[src/rtl/mult_hilo_unit_if.sv]
// rtl/mult_hilo_unit_if.sv - decode/EXE handshake bundle for the HI/LO multiply unit
interface mult_hilo_unit_if;
    logic        mult_start;
    logic        mult_signed;
    logic [31:0] mult_a;
    logic [31:0] mult_b;
    logic        mult_cancel;
    logic        mthi_we;
    logic        mtlo_we;
    logic [31:0] mt_data;
    logic        mult_ready;
    logic        mult_busy;
    logic        mult_done;
    logic [63:0] product;
    logic [31:0] hi_out;
    logic [31:0] lo_out;

    modport master (
        output mult_start, mult_signed, mult_a, mult_b, mult_cancel,
               mthi_we, mtlo_we, mt_data,
        input  mult_ready, mult_busy, mult_done, product, hi_out, lo_out
    );

    modport slave (
        input  mult_start, mult_signed, mult_a, mult_b, mult_cancel,
               mthi_we, mtlo_we, mt_data,
        output mult_ready, mult_busy, mult_done, product, hi_out, lo_out
    );
endinterface

[src/rtl/mult_hilo_unit.sv]
// rtl/mult_hilo_unit.sv - iterative shift-add 32x32 multiplier owning the HI/LO registers
module mult_hilo_unit (
    input  logic              clk,
    input  logic              rst,
    mult_hilo_unit_if.slave   bus
);
    typedef enum logic [1:0] {IDLE, CALC, DONE} state_t;

    state_t      state;
    logic [63:0] mcand;
    logic [31:0] mplier;
    logic [63:0] acc;
    logic [5:0]  cnt;
    logic        neg;
    logic [63:0] prod_q;
    logic [31:0] hi_q;
    logic [31:0] lo_q;

    logic [31:0] abs_a;
    logic [31:0] abs_b;
    logic [63:0] acc_next;
    logic [63:0] acc_final;
    logic        commit;

    always_comb begin
        abs_a     = (bus.mult_signed && bus.mult_a[31]) ? (~bus.mult_a + 32'd1) : bus.mult_a;
        abs_b     = (bus.mult_signed && bus.mult_b[31]) ? (~bus.mult_b + 32'd1) : bus.mult_b;
        acc_next  = mplier[0] ? (acc + mcand) : acc;
        acc_final = neg ? (~acc_next + 64'd1) : acc_next;
        commit    = (state == DONE) && !bus.mult_cancel;
    end

    always_ff @(posedge clk) begin
        if (rst) begin
            state  <= IDLE;
            mcand  <= '0;
            mplier <= '0;
            acc    <= '0;
            cnt    <= '0;
            neg    <= 1'b0;
            prod_q <= '0;
            hi_q   <= '0;
            lo_q   <= '0;
        end else begin
            case (state)
                IDLE: begin
                    if (bus.mult_start && !bus.mult_cancel) begin
                        mcand  <= {32'd0, abs_a};
                        mplier <= abs_b;
                        neg    <= bus.mult_signed & (bus.mult_a[31] ^ bus.mult_b[31]);
                        acc    <= '0;
                        cnt    <= '0;
                        state  <= CALC;
                    end
                end
                CALC: begin
                    if (bus.mult_cancel) begin
                        state <= IDLE;
                    end else begin
                        acc    <= acc_next;
                        mcand  <= mcand << 1;
                        mplier <= mplier >> 1;
                        cnt    <= cnt + 6'd1;
                        // Last of 32 steps: sign-correct now so DONE presents a registered product.
                        if (cnt == 6'd31) begin
                            prod_q <= acc_final;
                            state  <= DONE;
                        end
                    end
                end
                DONE: state <= IDLE;
                default: state <= IDLE;
            endcase

            // A committing DONE overrides any coincident mthi/mtlo for both halves.
            if (commit) begin
                hi_q <= prod_q[63:32];
                lo_q <= prod_q[31:0];
            end else begin
                if (bus.mthi_we) hi_q <= bus.mt_data;
                if (bus.mtlo_we) lo_q <= bus.mt_data;
            end
        end
    end

    assign bus.mult_ready = (state == IDLE);
    assign bus.mult_busy  = (state != IDLE);
    assign bus.mult_done  = commit;
    assign bus.product    = prod_q;
    assign bus.hi_out     = hi_q;
    assign bus.lo_out     = lo_q;
endmodule

[src/flat_wrapper.sv]
// flat-port wrapper written by rule: the top's interface ports become plain ports
module mult_hilo_unit_flat 
  (clk, rst, bus_mult_start, bus_mult_signed, bus_mult_a, bus_mult_b, bus_mult_cancel, bus_mthi_we, bus_mtlo_we, bus_mt_data, bus_mult_ready, bus_mult_busy, bus_mult_done, bus_product, bus_hi_out, bus_lo_out);
  mult_hilo_unit_if bus_i ();
  input  logic clk;
  input  logic rst;
  input wire logic [$bits(bus_i.mult_start)-1:0] bus_mult_start;
  input wire logic [$bits(bus_i.mult_signed)-1:0] bus_mult_signed;
  input wire logic [$bits(bus_i.mult_a)-1:0] bus_mult_a;
  input wire logic [$bits(bus_i.mult_b)-1:0] bus_mult_b;
  input wire logic [$bits(bus_i.mult_cancel)-1:0] bus_mult_cancel;
  input wire logic [$bits(bus_i.mthi_we)-1:0] bus_mthi_we;
  input wire logic [$bits(bus_i.mtlo_we)-1:0] bus_mtlo_we;
  input wire logic [$bits(bus_i.mt_data)-1:0] bus_mt_data;
  output wire logic [$bits(bus_i.mult_ready)-1:0] bus_mult_ready;
  output wire logic [$bits(bus_i.mult_busy)-1:0] bus_mult_busy;
  output wire logic [$bits(bus_i.mult_done)-1:0] bus_mult_done;
  output wire logic [$bits(bus_i.product)-1:0] bus_product;
  output wire logic [$bits(bus_i.hi_out)-1:0] bus_hi_out;
  output wire logic [$bits(bus_i.lo_out)-1:0] bus_lo_out;
  assign bus_i.mult_start = bus_mult_start;
  assign bus_i.mult_signed = bus_mult_signed;
  assign bus_i.mult_a = bus_mult_a;
  assign bus_i.mult_b = bus_mult_b;
  assign bus_i.mult_cancel = bus_mult_cancel;
  assign bus_i.mthi_we = bus_mthi_we;
  assign bus_i.mtlo_we = bus_mtlo_we;
  assign bus_i.mt_data = bus_mt_data;
  assign bus_mult_ready = bus_i.mult_ready;
  assign bus_mult_busy = bus_i.mult_busy;
  assign bus_mult_done = bus_i.mult_done;
  assign bus_product = bus_i.product;
  assign bus_hi_out = bus_i.hi_out;
  assign bus_lo_out = bus_i.lo_out;
  mult_hilo_unit u_core (.clk(clk), .rst(rst), .bus(bus_i));
endmodule
[config.mk]
export PLATFORM = sky130hd
export DESIGN_NAME = mult_hilo_unit_flat
export DESIGN_NICKNAME = d
export VERILOG_FILES = /design/src/rtl/mult_hilo_unit_if.sv /design/src/rtl/mult_hilo_unit.sv /design/src/flat_wrapper.sv
export SDC_FILE = /design/constraint.sdc
export NUM_CORES = 1
export LEC_CHECK = 0
export BUFFER_PORTS_ARGS = -buffer_cell sky130_fd_sc_hd__clkbuf_2
export CAP_MARGIN = 10
export CORE_ASPECT_RATIO = 2
export CORE_MARGIN = 2
export CORE_UTILIZATION = 54
export CTS_CLUSTER_DIAMETER = 50
export DETAILED_ROUTE_END_ITERATION = 16
export PLACE_DENSITY = 0.78
export SLEW_MARGIN = 10
export SYNTH_ARGS = -nofsm -noshare
export SYNTH_HDL_FRONTEND = slang
export SYNTH_SLANG_ARGS = --single-unit
[constraint.sdc]
create_clock -name clk -period 6.05 [get_ports clk]
set_input_delay 0.605 -clock clk [delete_from_list [all_inputs] [get_ports clk]]
set_output_delay 0.605 -clock clk [all_outputs]
set_load 0.1 [all_outputs]
Word level (Yosys, flattened, before mapping):

Index checks and enable logic that the tools add are counted.

* register bits: 297
* input port bits: 103
* output and inout bits: 131

* add/sub/neg operators: 5
* equal/unequal tests: 6
* multiplexer cells: 24
* bitwise logic cells: 6
* reduce and logical (&&, ||, !) cells: 14

Operator list (number)
* 64-bit two-way mux: 6
* 32-bit two-way mux: 8
* 64-bit one-hot mux with 2 select lines: 2
* 32-bit by 1-bit adder with 32-bit output, second input constant: 2
* 64-bit by 1-bit adder with 64-bit output, second input constant: 1
* 64-bit adder: 1
* 32-bit NOT: 2
* 64-bit NOT: 1
* 32-bit one-hot mux with 2 select lines: 1
* 6-bit two-way mux: 2
* 6-bit one-hot mux with 2 select lines: 1
* 2-bit nonzero test: 4
* 6-bit by 1-bit adder with 6-bit output, second input constant: 1
* 6-bit by 5-bit == test with 1-bit output, second input constant: 1
* 2-bit two-way mux: 3
* 3-bit AND reduction: 2
* 1-bit logical AND: 4
* 2-bit one-hot mux with 2 select lines: 1
* 2-bit AND reduction: 2
* 3-bit by 2-bit != test with 1-bit output, second input constant: 1
* 2-bit by 1-bit == test with 1-bit output, second input constant: 1
* 2-bit == test, second input constant: 1
* 2-bit logical NOT: 1
* 2-bit by 1-bit != test with 1-bit output, second input constant: 1
* 5 further kinds: 5

Logic depth before layout (Yosys ltp):

* depth in word-level cells: 5
* gate-level depth with buffers: 21
* depth with buffers taken out: 16

Worst setup path after synthesis:

OpenSTA, ideal clock, no wires.

* kind: register to register
* start: reg u_core.mplier[0]
* end: reg u_core.prod_q[62], in the netlist u_core.bus.product[62]
* arrival time: 5.675 ns
* path slack: 0.257 ns
* stages on the path, launching flop included: 22
* period minus slack after synthesis: 5.793 ns
* path through: dfxtp_1 > buf_2 > buf_2 > buf_2 > buf_2 > buf_1 > clkbuf_1 > clkbuf_1 > buf_1 > buf_1 > mux2i_1 > ha_1 > nand2_1 > or4_1 > or3_1 > or4_1 > nor4_1 > nand4b_1 > nor3_1 > nand3_1 > mux2i_1 > nand2_1

* longest elaborated chain between the ends: 4

Ends and longest elaborated chain
* from (decl): line mult_hilo_unit.sv:11 `logic [31:0] mplier;`
* from (signal assigned): line mult_hilo_unit.sv:49 `mplier <= abs_b;`
* from (signal assigned): line mult_hilo_unit.sv:62 `mplier <= mplier >> 1;`
* 64-bit two-way mux (*): line mult_hilo_unit.sv:28 `acc_next = mplier[0] ? (acc + mcand) : acc;`
* 64-bit NOT: line mult_hilo_unit.sv:29 `acc_final = neg ? (~acc_next + 64'd1) : acc_next;`
* 64-bit by 1-bit adder with 64-bit output: line mult_hilo_unit.sv:29
* 64-bit two-way mux (*): line mult_hilo_unit.sv:29
* to (signal assigned): line mult_hilo_unit.sv:66 `prod_q <= acc_final;`
* to (decl): line mult_hilo_unit.sv:15 `logic [63:0] prod_q;`

Every way passes the cells marked *; elsewhere a longest branch is shown, timed or not.
A chain may end at the register's enable or synchronous reset.

Worst setup path after layout:

* start: reg u_core.acc[22]
* end: reg u_core.prod_q[63], in the netlist u_core.bus.product[63]

* longest elaborated chain between the ends: 5

Ends and longest elaborated chain
* from (decl): line mult_hilo_unit.sv:12 `logic [63:0] acc;`
* from (signal assigned): line mult_hilo_unit.sv:60 `acc <= acc_next;`
* 64-bit adder: line mult_hilo_unit.sv:28
* 64-bit two-way mux (*): line mult_hilo_unit.sv:28
* 64-bit NOT: line mult_hilo_unit.sv:29
* 64-bit by 1-bit adder with 64-bit output: line mult_hilo_unit.sv:29
* 64-bit two-way mux (*): line mult_hilo_unit.sv:29

Marks and branches as above.

==> qor.yml <==
sta:
  rsz0062_at_grt: "false"
  finalCriticalPeriod_ns: 5.80
  hold_violations: 0
  setup_slack_ns: 0.247
  period_share_pct: 95.9
  slew_headroom_pct: 18.7
  tns_ns: 0
  maxSlewViolCount: 0
  setup_viol: 0
  max_freq_ghz: 0.172
  skew_ns: 0.0178
  worst_pin_slew_ns: 1.20
placed_design:
  dpl.hpwl_um: 54800
  gp_congestion: 1.12
  portBuffers: 233
  pre_cts_slack_ns: 0.470
flow_run:
  cap_violations: 0
setup_path:
  cp_cell_sequence: "ha_1 > nand4_1 > nor4_2 > nand2_1 > a211oi_2 > a211oi_1 > o31ai_1 > xnor2_1 > mux2_2 > nor4_1 > and2_1 > a41o_1 > xor2_1 > o21ai_1"
  start_kind: "flip-flop"
  worstSetupStartpoint: "u_core.acc[22]"
  crit_path_end_kind: "flip-flop"
  cp.arrival_ns: 6.22
  cp_slowest_stage_delay_ns: 0.76
  ff2ff_path_depth: 14
  r2r-end: "u_core.bus.product[63]"
  cpMaxStageDelayCell: "nor4_2"
  criticalPathCategory: "flip-flop to flip-flop"
  worstPathRequired_ns: 6.47
  r2r-start: "u_core.acc[22]"
  cp-endpoint: "u_core.bus.product[63]"
  path_max_fanout: 10
  rrSetupSlack_ns: 0.25
clocking:
  cts-buffers-inserted: 34
  h-tree-depth: 2
  clockRootBuffer: "clkbuf_16"
  clock-sinks: 297
  path_clk_slew_ns: 0.07
  cts_resized: 0
  cts_setup_buffers: 0
  clk_path_buf_depth: 3
  cts_tree: "built"
  hold_buffers: 0
  clk_latency_ns: 0.54
logic_synthesis:
  synth_top_area_share_pct: 30.1
  synth_cells: 2647
  synthFlopType: "dfxtp_1"
  netlist_top_cells_count: "nor2_1 (390), dfxtp_1 (297), a21oi_1 (292)"
  synth_top_area_cell: "dfxtp_1"
  async_flop_share_pct: 0
  synth.net_count: 2818
  synth_warnings: 0
  ys_seq_area_share_pct: 30.1
  avgSynthCellArea_sq_um: 7.46
  synth_area_leaders: "dfxtp_1 (30%), nor2_1 (7.4%), a21oi_1 (7.4%)"
  syn_area_sq_um: 19700
  synth.most_common_cell: "nor2_1"
  synth-edff-count: 0
  ys_types: 93
  synth-seq-cells: 297
route:
  ant_nets: 0
  viasPerCell: 6.51
  vias: 21200
  firstDrtPassIters: 9
  wl_um: 73300
  initialDrtViolationCount: 1623
  drc: 0
  wl_per_cell_um: 22.5
pwr:
  pwr_density_cell_nw_per_um2: 224
  cellLeakagePower_nw: 8.99
  ir_drop_uv: 272
  p_total_mw: 5.00
global_routing:
  track_usage_pct: 36.7
  overflow: 0
  grt_pass1_vias: 20100
  grt_start_max_net_pins: 187
  grt_pass1_wl_um: 111000
  antenna_found_initial: 0
die:
  pin_count: 234
  row_count: 99
  die-height_um: 274
  start_util_pct: 54.4
  core_sq_um: 36300
  chipWidth_um: 139
  dieArea_sq_um: 38200
hold_path:
  hp-class: "input port to flip-flop"
cells_and_area:
  nets: 2945
  diodes: 0
  drive_above_1_share_pct: 14.0
  syn2layout_area_growth_pct: 12.9
  fin_util_pct: 61.4
status:
  run_status: "finished, final reports clean"
-- report_power, final --
part	switching (mW)	internal [mW]	leakage (nW)	total (mW)
clock	0.922	1.13	0.530	2.06
sequential	0.0437	2.01	2.41	2.06
combinational	0.638	0.250	6.05	0.888
total	1.60	3.40	8.99	5.00
-- placed cells by master (no fill, tap or decap), types with 11 or more instances in the layout --
master	synthesis	final
or3_1	31	31
or4_1	12	11
a22oi_1	52	52
mux2i_1	77	77
o211ai_1	30	30
a21o_1	16	16
o21ai_0	102	102
a31oi_1	14	14
nand2b_1	27	26
o31a_1	12	12
nor2b_1	15	14
nand3_1	73	73
buf_4	1	32
dfxtp_1	297	295
ha_1	67	67
xnor2_1	74	74
nor2_1	390	388
a311oi_1	12	12
nand2_1	274	273
nand4_1	46	46
o31ai_1	33	31
a21oi_1	292	292
clkbuf_16	0	34
a211oi_1	136	135
and3_1	11	11
nor3_1	65	65
nor4_1	27	25
o21ai_1	18	18
clkbuf_2	0	232
xor2_1	49	49
and2_1	13	13
inv_1	37	36
o21a_1	19	19
-- registers in the layout (all words and copies together), names as in the netlist --
register,flops
u_core.cnt,6
u_core.state,2
u_core.acc,64
u_core.mcand,64
u_core.bus.hi_out,32
u_core.mplier,32
u_core.neg,1
u_core.bus.product,64
u_core.bus.lo_out,32
-- routing by layer --
metal  GRT usage (%)  up-vias  part of all wire (%)
met5               0        -                     0
met4            30.2        0                   9.6
met3            5.82      360                   6.3
met2            67.3     1023                    50
met1            36.1     9865                    34
li1                -     9945                     -
-- kinds of logic after synthesis --
logic type               after synthesis  share of synthesized area, %
adder cells (fa/ha/maj)               68                          4.35
AO/OA/AOI/OAI                        830                          27.4
buffers and inverters                215                          4.22
AND/OR/NAND/NOR                     1027                          23.9
XOR/XNOR                             123                          5.46
multiplexers                          87                          4.49
flip-flops                           297                          30.1
-- stage by stage --
stage	std cells	area, sq um	hold slack [ns]
after floorplan	2647	19700	0.432
after global placement	3190	21100	0.438
after detailed placement	3192	21200	0.444
after CTS	3253	22300	0.354
after global routing	3253	22300	0.395
final	3253	22300	0.373
-- critical path: cells and delay by family, from the launching register on --
family,cells,cell delay [ns]
AOI/OAI and AO/OA,5,1.78
xor gates and xnor gates,2,0.29
adders and majority gates,1,0.59
DFF,1,0.38
muxes,1,0.32
and+or+nand+nor,5,2.32
-- final cells by class --
type,instances,area [sq um]
clock buffers,44,948
clock inverters,17,148
fillers,3313,14000
inverters,37,139
multi-input cells,2135,13000
flip-flops and latches,297,5950
well taps,454,568
repair buffers,269,1480
-- worst min-delay path by stage --
| stage | from | to | slack [ns] | depth (start not counted) |
|---|---|---|---|---|
| floorplan | u_core.mplier[2] | u_core.mplier[2] | 0.43 | 2 |
| global placement | u_core.mplier[2] | u_core.mplier[2] | 0.44 | 2 |
| detailed placement | u_core.mplier[1] | u_core.mplier[1] | 0.44 | 2 |
| CTS | bus_mult_b[0] | u_core.mplier[0] | 0.35 | 3 |
| global route | bus_mult_b[0] | u_core.mplier[0] | 0.39 | 3 |
| finish | bus_mult_b[0] | u_core.mplier[0] | 0.37 | 3 |
(Power assumes the default switching activity.)
